### config.mk
export PLATFORM = sky130hd
export DESIGN_NAME = clock_time_keeper
export DESIGN_NICKNAME = d
export VERILOG_FILES = /design/src/rtl/clock_time_keeper.sv
export SDC_FILE = /design/constraint.sdc
export NUM_CORES = 1
export LEC_CHECK = 0
export BUFFER_PORTS_ARGS = -buffer_cell sky130_fd_sc_hd__buf_2
export CORE_UTILIZATION = 49
export DETAILED_ROUTE_END_ITERATION = 8
export PLACE_DENSITY = 0.71
export SLEW_MARGIN = 20
export SYNTH_ARGS = -nofsm -noshare
export SYNTH_HDL_FRONTEND = slang
export SYNTH_SLANG_ARGS = --single-unit
### constraint.sdc
create_clock -name clk -period 1.7 [get_ports clk]
set_clock_uncertainty 0.2 [all_clocks]
set_input_delay 0.17 -clock clk [delete_from_list [all_inputs] [get_ports clk]]
set_output_delay 0.17 -clock clk [all_outputs]
set_load 0.005 [all_outputs]
### src/rtl/clock_time_keeper.sv
// Alarm-clock time-of-day and alarm registers: 12-hour minute counter driven by a seconds
// strobe, plus a user-programmable alarm time, both editable through set/advance buttons.
module clock_time_keeper #(
    parameter int unsigned TICKS_PER_MIN = 60
) (
    input  logic       clk,
    input  logic       rst_n,
    input  logic       i_sec_tick,
    input  logic       i_set_time,
    input  logic       i_set_alarm,
    input  logic       i_adv_hour,
    input  logic       i_adv_min,
    output logic [3:0] o_time_hours,
    output logic [5:0] o_time_mins,
    output logic       o_time_am_pm,
    output logic [3:0] o_alarm_hours,
    output logic [5:0] o_alarm_mins,
    output logic       o_alarm_am_pm,
    output logic       o_min_tick
);

    localparam int unsigned SecW = (TICKS_PER_MIN > 1) ? $clog2(TICKS_PER_MIN) : 1;
    localparam logic [SecW-1:0] SecLast = SecW'(TICKS_PER_MIN - 1);

    typedef enum logic [1:0] {
        ModeRun,
        ModeSetTime,
        ModeSetAlarm
    } mode_e;

    // Returns {am_pm, hours} after one step of the 12-hour sequence.
    function automatic logic [4:0] f_hour_adv(input logic [3:0] hours, input logic am_pm);
        logic [4:0] res;
        if (hours == 4'd11) begin
            res = {~am_pm, 4'd12};
        end else if (hours >= 4'd12 || hours == 4'd0) begin
            res = {am_pm, 4'd1};
        end else begin
            res = {am_pm, hours + 4'd1};
        end
        return res;
    endfunction

    function automatic logic [5:0] f_min_inc(input logic [5:0] mins);
        return (mins >= 6'd59) ? 6'd0 : mins + 6'd1;
    endfunction

    logic [SecW-1:0] r_sec_cnt;
    logic [3:0]      r_time_hours;
    logic [5:0]      r_time_mins;
    logic            r_time_am_pm;
    logic [3:0]      r_alarm_hours;
    logic [5:0]      r_alarm_mins;
    logic            r_alarm_am_pm;
    logic            r_min_tick;

    mode_e           w_mode;
    logic            w_rollover;
    logic [SecW-1:0] w_sec_cnt;
    logic [3:0]      w_time_hours;
    logic [5:0]      w_time_mins;
    logic            w_time_am_pm;
    logic [3:0]      w_alarm_hours;
    logic [5:0]      w_alarm_mins;
    logic            w_alarm_am_pm;

    // set_time outranks set_alarm, so the alarm can never be edited while the time is.
    always_comb begin
        if (i_set_time) begin
            w_mode = ModeSetTime;
        end else if (i_set_alarm) begin
            w_mode = ModeSetAlarm;
        end else begin
            w_mode = ModeRun;
        end
    end

    assign w_rollover = (w_mode != ModeSetTime) && i_sec_tick && (r_sec_cnt >= SecLast);

    // Holding the counter at zero in set-time mode makes the first minute after release full length.
    always_comb begin
        w_sec_cnt = r_sec_cnt;
        if (w_mode == ModeSetTime) begin
            w_sec_cnt = '0;
        end else if (i_sec_tick) begin
            w_sec_cnt = w_rollover ? '0 : r_sec_cnt + SecW'(1);
        end
    end

    always_comb begin
        w_time_hours = r_time_hours;
        w_time_mins  = r_time_mins;
        w_time_am_pm = r_time_am_pm;
        if (w_mode == ModeSetTime) begin
            if (i_adv_min) begin
                w_time_mins = f_min_inc(r_time_mins);
            end
            if (i_adv_hour) begin
                {w_time_am_pm, w_time_hours} = f_hour_adv(r_time_hours, r_time_am_pm);
            end
        end else if (w_rollover) begin
            w_time_mins = f_min_inc(r_time_mins);
            if (r_time_mins >= 6'd59) begin
                {w_time_am_pm, w_time_hours} = f_hour_adv(r_time_hours, r_time_am_pm);
            end
        end
    end

    always_comb begin
        w_alarm_hours = r_alarm_hours;
        w_alarm_mins  = r_alarm_mins;
        w_alarm_am_pm = r_alarm_am_pm;
        if (w_mode == ModeSetAlarm) begin
            if (i_adv_min) begin
                w_alarm_mins = f_min_inc(r_alarm_mins);
            end
            if (i_adv_hour) begin
                {w_alarm_am_pm, w_alarm_hours} = f_hour_adv(r_alarm_hours, r_alarm_am_pm);
            end
        end
    end

    always_ff @(posedge clk or negedge rst_n) begin
        if (!rst_n) begin
            r_sec_cnt     <= '0;
            r_time_hours  <= 4'd12;
            r_time_mins   <= 6'd0;
            r_time_am_pm  <= 1'b0;
            r_alarm_hours <= 4'd6;
            r_alarm_mins  <= 6'd0;
            r_alarm_am_pm <= 1'b0;
            r_min_tick    <= 1'b0;
        end else begin
            r_sec_cnt     <= w_sec_cnt;
            r_time_hours  <= w_time_hours;
            r_time_mins   <= w_time_mins;
            r_time_am_pm  <= w_time_am_pm;
            r_alarm_hours <= w_alarm_hours;
            r_alarm_mins  <= w_alarm_mins;
            r_alarm_am_pm <= w_alarm_am_pm;
            r_min_tick    <= w_rollover;
        end
    end

    assign o_time_hours  = r_time_hours;
    assign o_time_mins   = r_time_mins;
    assign o_time_am_pm  = r_time_am_pm;
    assign o_alarm_hours = r_alarm_hours;
    assign o_alarm_mins  = r_alarm_mins;
    assign o_alarm_am_pm = r_alarm_am_pm;
    assign o_min_tick    = r_min_tick;

    a_time_hours_legal : assert property (@(posedge clk) disable iff (!rst_n)
        r_time_hours >= 4'd1 && r_time_hours <= 4'd12);
    a_alarm_hours_legal : assert property (@(posedge clk) disable iff (!rst_n)
        r_alarm_hours >= 4'd1 && r_alarm_hours <= 4'd12);
    a_mins_legal : assert property (@(posedge clk) disable iff (!rst_n)
        r_time_mins <= 6'd59 && r_alarm_mins <= 6'd59);

endmodule

# Word-level counts from Yosys, hierarchy flattened
# Cells that the tools add are included.
# classes
order_cmp,5
bitwise,2
n_reduce_logical,14
mux,22
shifts,0
div,0
n_addsub,5
multipliers,0
eq_ne,7
# op_table
op,count
$mux W6,8
$mux W4,6
$add A6 B1 Y6 const B,3
$ge A6 B6 Y1 const B,3
$mux W5,2
$add A4 B1 Y4 const B,2
$eq A4 B4 Y1 const B,2
$ge A4 B4 Y1 const B,2
$logic_not A4 Y1,2
$reduce_and A2 Y1,3
$reduce_and A3 Y1,2
$reduce_bool A2 Y1,3
$mux W1,4
$mux W2,2
$ne A2 B2 Y1 const B,2
$eq A2 B1 Y1 const B,1
$eq A2 B2 Y1 const B,1
$logic_and A1 B1 Y1,2
$logic_or A1 B1 Y1,2
$ne A2 B1 Y1 const B,1
$not A1 Y1,2
# word_totals
n_memories,0
latchBits,0
out_inout_bits,23
ramBits,0
input_bits,7
wordCells,63
ff_bits,29
mem_bits_ro,0

# Logic depth before layout (Yosys ltp)
# depth
ltp_word,8
ltp_mapped,6
depth_no_buf,5

# Worst setup path after synthesis
# OpenSTA, ideal clock, no wires.
# synth_timing
path_type,register to register
from,reg r_time_mins[0] (netlist: o_time_mins[0])
to,reg r_time_hours[0] (netlist: o_time_hours[0])
setup_ns,0.121
synth_period_minus_slack_ns,1.832
setup_slack_ns,-0.132
t_required_ns,1.379
n_path_buf,0
arrival_ns,1.511
path_stages_with_launch,6
path_cell_list,dfrtp_1 > ha_1 > o2111a_1 > a32oi_4 > nor2b_1 > o22a_1
# synth_between
elab_chain_cells,3
# synth_lines
item,line_no,source
start: declaration,50,logic [5:0] r_time_mins;
start signal: assignment,136,r_time_mins <= w_time_mins;
$ge A6 B6 Y1,103,if (r_time_mins >= 6'd59) begin
$reduce_bool A2 Y1 (no line),--,
$reduce_and A3 Y1 (no line),--,
end signal: assignment,135,r_time_hours <= w_time_hours;
end: declaration,49,logic [3:0] r_time_hours;
# No other way between the ends.
# A chain may end at the register's enable or synchronous reset.

# Final worst setup path
# layout_timing
from,reg r_time_mins[1] (netlist: o_time_mins[1])
to,reg r_time_hours[0] (netlist: o_time_hours[0])
# Same word-level chain as after synthesis.

==> results.ini <==
[place]
detailedPlacementHpwl_um=2377
io_buffers=29
final_weighted_congestion_in_routability_driven_placement=0.9271
placed_cell_area_um2=1878
dp.cells=252

[finish]
layout-drive-gt1-share_pct=37.17
areaGrowthSynthToFinish_pct=32.54
fin_cells=270
layout.filler_cells=263
antenna_diode_count=0
postLayoutCellArea_um2=2100
final_core_util_pct=68.77
nets=239

[routing]
totalWireLength_um=3698
detail_route.wl_per_cell_um=13.70
route.vias.total=1501
route.antenna.remaining_nets=0
post_dr_vias_cell=5.559
detail_route.iter0.violations=70
drc_errors=0
dr.pass1.iters=4

[worst_setup_path]
worst-path-buf-inv=1
timing.reg2reg.setup_slack_ns=-0.1
worstPathRequired_ns=1.72
critical_path.slowest_cell=sky130_fd_sc_hd__dfrtp_1
critical_path_sink_type=flop
crit_path_start_kind=flop
worstSetupPathType=flop to flop
critical_path.max_fanout=3
crit_path_cell_trace=ha_2 > o2111a_2 > a32oi_4 > buf_6 > nor2b_2 > o22a_1
max_stage_delay_ns=0.41
cp_top_family=compound AO/OA/AOI/OAI gates
worst_ep_arrival_time_ns=1.82

[global_route]
overflow=0
maximum_number_of_pins_on_one_net_before_global_route_repair=30
grt_first_pass_wirelength_um=5637
total_track_usage_pct=22.08
antenna_found_initial=0
grt_pass1_vias=1245

[synthesis]
synth.largest_area_cell=sky130_fd_sc_hd__dfrtp_1
synth_flop_cell=sky130_fd_sc_hd__dfrtp_1
yosysMostFrequentCell=sky130_fd_sc_hd__dfrtp_1
yosysSeqAreaShare_pct=46.13
synthesis.yosys.warnings=0
synthArstFlopShare_pct=100.0
synth-seq-cells=29
synth_fp_nets=181
ys_top_cells_by_area=sky130_fd_sc_hd__dfrtp_1 (39%), sky130_fd_sc_hd__dfstp_2 (6.6%), sky130_fd_sc_hd__ha_1 (5.5%)
synth_top_area_share_pct=39.49
syn_area_per_cell_um2=9.485
synth.top_cells.by_count=sky130_fd_sc_hd__dfrtp_1 (25), sky130_fd_sc_hd__nand2_1 (17), sky130_fd_sc_hd__nor2_1 (17), sky130_fd_sc_hd__o21ai_0 (17), sky130_fd_sc_hd__nand3_1 (9)
synth_cell_types=37
syn_inst=167
synth_area_um2=1584
synth-edff-count=0

[sta]
post-route-worst-setup-slack_ns=-0.09641
hold-worst-slack_ns=0.01451
least_margin_pin_slew_ns=0.6302
slew_viol_final=0
finalHoldViolations=0
fmax_mhz=556.7
finalCritPeriodShare_pct=105.7
rsz_0062_raised_after_global_routing=yes
maxSlewHeadroom_pct=57.98
finalSetupViolations=11
crit_path_time_final_ns=1.796

[status]
run_status=finished, violations left
failing_checks=setup timing

[power_and_ir_drop]
power.density_cell_area_nw_per_um2=1295
vdd_ir_drop_max_v=0.0008552
leakagePower_nw=0.9615
fin_total_pwr_mw=2.719

[clock_network]
cts_max_level=2
clkSinkCount=29
cts_tree=done
clock_path_buffers=2
clk_pin_slew_worst_paths_ns=0.10
worst_skew_pair.late_latency_ns=0.33
clockRootBuffer=sky130_fd_sc_hd__clkbuf_4
total_cts_buffers=5

[die]
placementRows=20
num_io_pins=30
chipWidth_um=58.86
die_h_um=58.86
start_util_pct=51.89
core_area_um2=3053
overall_die_area_um2=3464

[run]
max_cap_viol_count=0

[hold_path]
timing.hold.worst.class=input pin to flop

cells by family after synthesis:
logic type	Yosys count	share of synthesized area, %
AO/OA/AOI/OAI	52	22.91
AND/OR/NAND/NOR	67	20.77
flip-flops	29	46.13
adder cells (fa/ha/maj)	7	5.529
buffers and inverters	9	2.922
XOR/XNOR	2	1.106
multiplexers	1	0.6319
what timing repair did:
item	4_1_cts	5_1_grt
endpoints found under the hold margin	26	0
cloned	1	0
resized for setup	10	16
buffers inserted	4	3
setup endpoints to repair	12	15
hold buffers	2	0
pin swaps	6	7
worst min-delay path, delay by kind of cell:
family / cells / cell delay [ns]
compound gates: 1 / 0.09
simple gates: 1 / 0.14
buf+inv: 1 / 0.12
cells in the final DEF (no fill, tap or decap), types with 2 or more instances in the layout:
cell type                       netlist  layout
sky130_fd_sc_hd__nand2b_1             2       2
sky130_fd_sc_hd__or2_2                2       2
sky130_fd_sc_hd__buf_6                1       4
sky130_fd_sc_hd__ha_2                 0       2
sky130_fd_sc_hd__inv_1                6       6
sky130_fd_sc_hd__dlygate4sd3_1        0       2
sky130_fd_sc_hd__buf_2                1      29
sky130_fd_sc_hd__o31ai_1              7       3
sky130_fd_sc_hd__o2111ai_1            2       2
sky130_fd_sc_hd__or3_1                4       4
sky130_fd_sc_hd__o21ai_2              0       2
sky130_fd_sc_hd__buf_4                1      19
sky130_fd_sc_hd__o22a_1               2       2
sky130_fd_sc_hd__nand3_1              9       9
sky130_fd_sc_hd__a31oi_1              8       8
sky130_fd_sc_hd__nor2_1              17      16
sky130_fd_sc_hd__o211ai_1             2       2
sky130_fd_sc_hd__dfrtp_1             25      25
sky130_fd_sc_hd__xor2_1               2       2
sky130_fd_sc_hd__o2111a_2             1       2
sky130_fd_sc_hd__o21ai_0             17      13
sky130_fd_sc_hd__o31ai_2              0       4
sky130_fd_sc_hd__nor3_2               0       3
sky130_fd_sc_hd__clkbuf_1             0       2
sky130_fd_sc_hd__a21oi_1              7       7
sky130_fd_sc_hd__nand2_1             17      16
sky130_fd_sc_hd__nor2b_2              1       2
sky130_fd_sc_hd__nand3b_1             4       4
sky130_fd_sc_hd__o21ai_1              0       2
sky130_fd_sc_hd__clkbuf_4             0       5
sky130_fd_sc_hd__ha_1                 7       5
sky130_fd_sc_hd__dfstp_2              4       4
final timing paths:
| check | from | end | depth (start not counted) |
|---|---|---|---|
| min in group asynchronous | rst_n | r_sec_cnt[0]$_DFFE_PN0P_ | 2 |
| setup reg to reg | o_time_mins[1]$_DFFE_PN0P_ | o_time_hours[0]$_DFFE_PN0P_ | 6 |
| hold reg to reg | o_alarm_am_pm$_DFFE_PN0P_ | o_alarm_am_pm$_DFFE_PN0P_ | 1 |
| hold / removal | i_set_alarm | o_alarm_hours[3]$_DFFE_PN0P_ | 3 |
| max in group asynchronous | rst_n | r_sec_cnt[2]$_DFFE_PN0P_ | 2 |
| setup / recovery | o_time_mins[1]$_DFFE_PN0P_ | o_time_hours[0]$_DFFE_PN0P_ | 6 |
flip-flops by register name, indices dropped and copies added, names as in the netlist:
signal and cells:
o_time_hours 4, r_sec_cnt 6, o_alarm_am_pm 1, o_alarm_hours 4, o_time_am_pm 1, o_time_mins 6, o_alarm_mins 6, o_min_tick 1
layout make-up:
type	instances	area, µm²	share of cell area [%]
flip-flops and latches	29	730.7	34.80
multi-input cells	129	879.6	41.90
well taps	44	55.05	2.622
clock buffers	8	58.81	2.801
inverters	6	22.52	1.073
repair buffers	54	352.8	16.81
routing by layer:
metal,vias up,GRT usage [%],routed length [µm],share of wire (%)
li1,733,-,-,-
met1,729,30.81,1719,46
met2,34,31.66,1779,48
met3,5,6.154,149,4.0
met4,0,10.54,50,1.4
met5,-,0,0,0
power breakdown:
| group | switching, mW | internal [mW] |
|---|---|---|
| Combinational | 0.577 | 0.540 |
| Sequential | 0.236 | 0.926 |
| Clock | 0.237 | 0.204 |
| Total | 1.05 | 1.67 |
through the flow:
stage,worst slack [ns],setup TNS [ns]
after floorplan,-0.04633,-0.1329
after global placement,-0.03665,-0.1238
after detailed placement,-0.09410,-0.5024
after CTS,-0.06270,-0.2994
after global routing,-0.1490,-1.225
final,-0.09641,-0.4110
(Power assumes the default switching activity.)
